### src/rtl/image_loader.sv
// Serial-to-parallel binary image loader.
// Streams HEIGHT x LENGTH pixels in raster order into a packed frame and counts the ones.
module image_loader #(
   parameter int unsigned HEIGHT = 28,
   parameter int unsigned LENGTH = 28,
   parameter int unsigned CNT_W  = 32
) (
   input  logic                           clk,
   input  logic                           rst,
   input  logic                           pix_valid,
   output logic                           pix_ready,
   input  logic                           pix_data,
   input  logic                           pix_last,
   output logic                           img_valid,
   input  logic                           img_ready,
   output logic [HEIGHT-1:0][LENGTH-1:0]  image,
   output logic [CNT_W-1:0]               ones_count,
   output logic                           frame_err
);

   localparam int unsigned RW = (HEIGHT > 1) ? $clog2(HEIGHT) : 1;
   localparam int unsigned CW = (LENGTH > 1) ? $clog2(LENGTH) : 1;
   localparam logic [RW-1:0] ROW_LAST = RW'(HEIGHT - 1);
   localparam logic [CW-1:0] COL_LAST = CW'(LENGTH - 1);

   typedef enum logic {LOAD, DONE} state_t;

   state_t          state;
   logic [RW-1:0]   row;
   logic [CW-1:0]   col;
   logic            accept;
   logic            final_pix;

   assign pix_ready = (state == LOAD);
   assign img_valid = (state == DONE);

   always_comb begin
      accept    = pix_valid && (state == LOAD);
      final_pix = (row == ROW_LAST) && (col == COL_LAST);
   end

   always_ff @(posedge clk) begin
      if (rst) begin
         state      <= LOAD;
         row        <= '0;
         col        <= '0;
         image      <= '0;
         ones_count <= '0;
         frame_err  <= 1'b0;
      end else begin
         frame_err <= 1'b0;
         case (state)
            LOAD: begin
               if (accept) begin
                  image[row][col] <= pix_data;
                  if (final_pix) begin
                     // A missing pix_last on the final pixel still completes the frame.
                     ones_count <= ones_count + CNT_W'(pix_data);
                     frame_err  <= ~pix_last;
                     state      <= DONE;
                  end else if (pix_last) begin
                     // Early last: restart the frame but leave the image contents alone.
                     frame_err  <= 1'b1;
                     row        <= '0;
                     col        <= '0;
                     ones_count <= '0;
                  end else begin
                     ones_count <= ones_count + CNT_W'(pix_data);
                     if (col == COL_LAST) begin
                        col <= '0;
                        row <= row + 1'b1;
                     end else begin
                        col <= col + 1'b1;
                     end
                  end
               end
            end
            DONE: begin
               if (img_ready) begin
                  state      <= LOAD;
                  row        <= '0;
                  col        <= '0;
                  ones_count <= '0;
               end
            end
            default: state <= LOAD;
         endcase
      end
   end

endmodule

### config.mk
export PLATFORM = sky130hd
export DESIGN_NAME = image_loader
export DESIGN_NICKNAME = d
export VERILOG_FILES = /design/src/rtl/image_loader.sv
export SDC_FILE = /design/constraint.sdc
export NUM_CORES = 2
export LEC_CHECK = 0
export CORE_MARGIN = 5
export CORE_UTILIZATION = 30
export CTS_CLUSTER_DIAMETER = 100
export DETAILED_ROUTE_END_ITERATION = 10
export GPL_TIMING_DRIVEN = 0
export HOLD_SLACK_MARGIN = 0.03
export REMOVE_ABC_BUFFERS = 1
export SYNTH_ARGS = -nofsm -noshare
export SYNTH_HDL_FRONTEND = slang
export SYNTH_SLANG_ARGS = --single-unit
### constraint.sdc
create_clock -name clk -period 2.1 [get_ports clk]
set_input_delay 0.63 -clock clk [delete_from_list [all_inputs] [get_ports clk]]
set_output_delay 0.63 -clock clk [all_outputs]
set_load 0.01 [all_outputs]
==> metrics.yaml <==
status:
  status: "finished, violations left"
  violations: "negative setup slack"
worst_setup_path:
  r2r_start: "row[1]$_SDFFE_PP0P_"
  cpPeakStageDelay_ns: 0.58
  critPathTopFamily: "simple AND/OR/NAND/NOR gates"
  path_buf_inv: 2
  timing.critical_path.cells: "clkdlybuf4s50_1, nor2b_4, buf_12, and2_4, nand2_4, o21ai_0, a21oi_1"
  critPathLaunchType: "input port"
  cp.arrival_ns: 2.70
  cp_slowest_cell: "clkdlybuf4s50_1"
  endpoint_kind: "flip-flop"
  path_max_fanout: 28
  criticalPathCategory: "in -> reg"
  crit_required_ns: 2.67
  startpoint: "pix_valid"
synthesis:
  synth_top_area_frac: 0.512
  synth_top_cell_by_area: "dfxtp_1"
  synth_top_family_by_area: "compound AO/OA/AOI/OAI gates"
  synth_area_um2: 32400
  syn_inst: 3993
  synth.distinct_cells: 54
  synth_fa_ha_area_frac: 0.00387
  synth-xor-area-share: 0.00352
  synthFlopType: "dfxtp_1"
  synthTopCellsByArea: "dfxtp_1, nand3_1, a21oi_1"
  seq_area_frac_synth: 0.512
  syn_area_per_cell_um2: 8.10
  synth_edf_count: 0
  muxShareOfSynthArea: 0.00189
  async_reset_ff_frac: 0
  synth-simple-area-share: 0.165
  synth_warnings: 0
  synth_compound_area_frac: 0.254
  synth_seq_cells: 828
sta:
  timing.fmax_mhz: 471
  fin_skew_ns: 0.0344
  finalCritPeriodShare: 1.01
  worst_pin_slew_ns: 0.713
  finalMaxSlewViolations: 0
  rsz0062_at_grt: "yes"
  min_period_ns: 2.12
  maxSlewHeadroom: 0.525
  setup_viol: 5
  finalWorstSetupSlack_ns: -0.0224
  hold_violations: 0
  final.setup.tns_ns: -0.0397
floorplanning:
  chipHeight_um: 338
  die_area_um2: 115000
  die_w_um: 338
  io_pins: 825
  coreArea_um2: 107000
  rows: 120
  start_util: 0.302
clock_network:
  clock-root-buffer: "clkbuf_16"
  clk_path_buf_depth: 3
  clkSlewWorstSetupHoldPaths_ns: 0.06
  cts_made_buffers: 92
  clock-sinks: 828
  cts_tree: "yes"
  clk_latency_ns: 0.70
  cts_max_level: 3
flow_run:
  max-cap-violations: 0
layout:
  syn_to_final_growth_pct: 54.6
  final_cell_mix: "nand3_1, dfxtp_1, a21oi_1, o21ai_0, dlymetal6s2s_1"
  fin_nets: 4710
  drive_above_1_share: 0.119
  mostFrequentLayoutCell: "nand3_1"
  instances_no_fill: 6176
placed_design:
  gp_congestion: 0.797
  hpwlAfterDp_um: 111000
  io_buffer_count: 824
  placed_cells: 5872
grt:
  track_usage: 0.297
  grt_pass1_vias: 32900
  antenna_found_initial: 16
  grt.overflow.total: 0
  grt_first_pass_wirelength_um: 252000
  grt_start_max_net_pins: 147
power_and_ir_drop:
  ir_drop_mv: 0.536
  power_mw: 33.0
  powerDensity_nw_per_um2: 659
  power_leakage_nw: 27.9
drt:
  wl_met3_um: 16800
  wl_met2_um: 82500
  maxUsedRoutingLayer: "met4"
  drc: 0
  antenna_left: 0
  viasPerCell: 5.82
  drt_iter0_markers: 4308
  vias: 35900
  first_pass_iters: 8
  wl_met1_um: 71700
  wl_per_cell_um: 29.7
  routed_wl_um: 184000
min_path:
  min_path_type: "in -> reg"
  hold_start: "pix_data"
registers in the layout, summed over array words and instances, names as in the netlist:
| name | count |
|---|---|
| img_valid | 1 |
| row | 5 |
| frame_err | 1 |
| image | 784 |
| ones_count | 32 |
| col | 5 |
power breakdown:
group	leakage (nW)	internal, mW	switching, mW
clock	1.43	8.92	7.00
sequential	6.68	15.7	0.0110
combinational	19.7	0.405	0.957
kinds of logic after synthesis:
family | after synthesis
buffers and inverters | 447
AOI/OAI and AO/OA | 1626
muxes | 6
adders and majority gates | 10
and+or+nand+nor | 1063
DFF | 828
xor gates and xnor gates | 13
metrics by stage:
| stage | cell area, um2 | setup slack, ns | hold slack [ns] | utilization |
|---|---|---|---|---|
| after detailed placement | 43000 | -3.30 | 0.465 | 0.402 |
| after floorplan | 30500 | -0.882 | 0.474 | - |
| after global placement | 40500 | -29.36 | 0.459 | 0.378 |
| after CTS | 47700 | -0.187 | 0.256 | 0.446 |
| after global routing | 50000 | -0.0878 | 0.274 | 0.467 |
| final | 50000 | -0.0224 | 0.301 | 0.467 |
tightest hold or removal path: cells and delay by family:
kind,cells,cell delay (ns)
AO/OA/AOI/OAI,1,0.07
AND/OR/NAND/NOR,1,0.08
buffers and inverters,1,0.15
path summary, 6_finish.rpt:
check                             to  slack [ns]  depth (start not counted)
max           image[70]$_SDFFE_PP0P_       -0.02                          7
max reg2reg  image[662]$_SDFFE_PP0P_       -0.01                          5
min          image[343]$_SDFFE_PP0P_        0.30                          3
min reg2reg  image[723]$_SDFFE_PP0P_        0.47                          2
final cells by class:
class	count	area, um2
Fill cell	9967	57000
Sequential cell	828	16600
Multi-Input combinational cell	2725	15200
Timing Repair Buffer	1039	13500
Clock buffer	142	2710
Tap cell	1403	1760
Clock inverter	24	211
Inverter	8	30.0
Antenna cell	7	17.5
routing by layer:
layer | vias up | global-route usage
li1 | 15700 | -
met1 | 17500 | 0.375
met2 | 2115 | 0.461
met3 | 522 | 0.0744
met4 | 0 | 0.169
met5 | - | 0
synth_stat cells, drive strengths merged, types with 3 or more instances:
library cell,number
inv,8
dfxtp,828
mux2i,5
and4,4
a211oi,3
xnor2,4
xor2,9
and2,12
a21o,4
clkbuf,344
o21ai,795
nor2,87
a31oi,8
nand2,77
ha,10
a21oi,795
o31ai,3
or3,3
nand4,8
or2,5
and3,3
nand2b,12
nand3,819
a41oi,5
nor3,13
nor2b,7
buf,95
timing repair:
item | in CTS | in global routing
cloned | 26 | 2
hold buffers | 0 | 0
pin swaps | 39 | 23
hold endpoints to repair | 0 | 0
setup endpoints to repair | 1647 | 1113
buffers inserted | 61 | 44
gates resized for setup | 358 | 701
(Power assumes the default switching activity.)
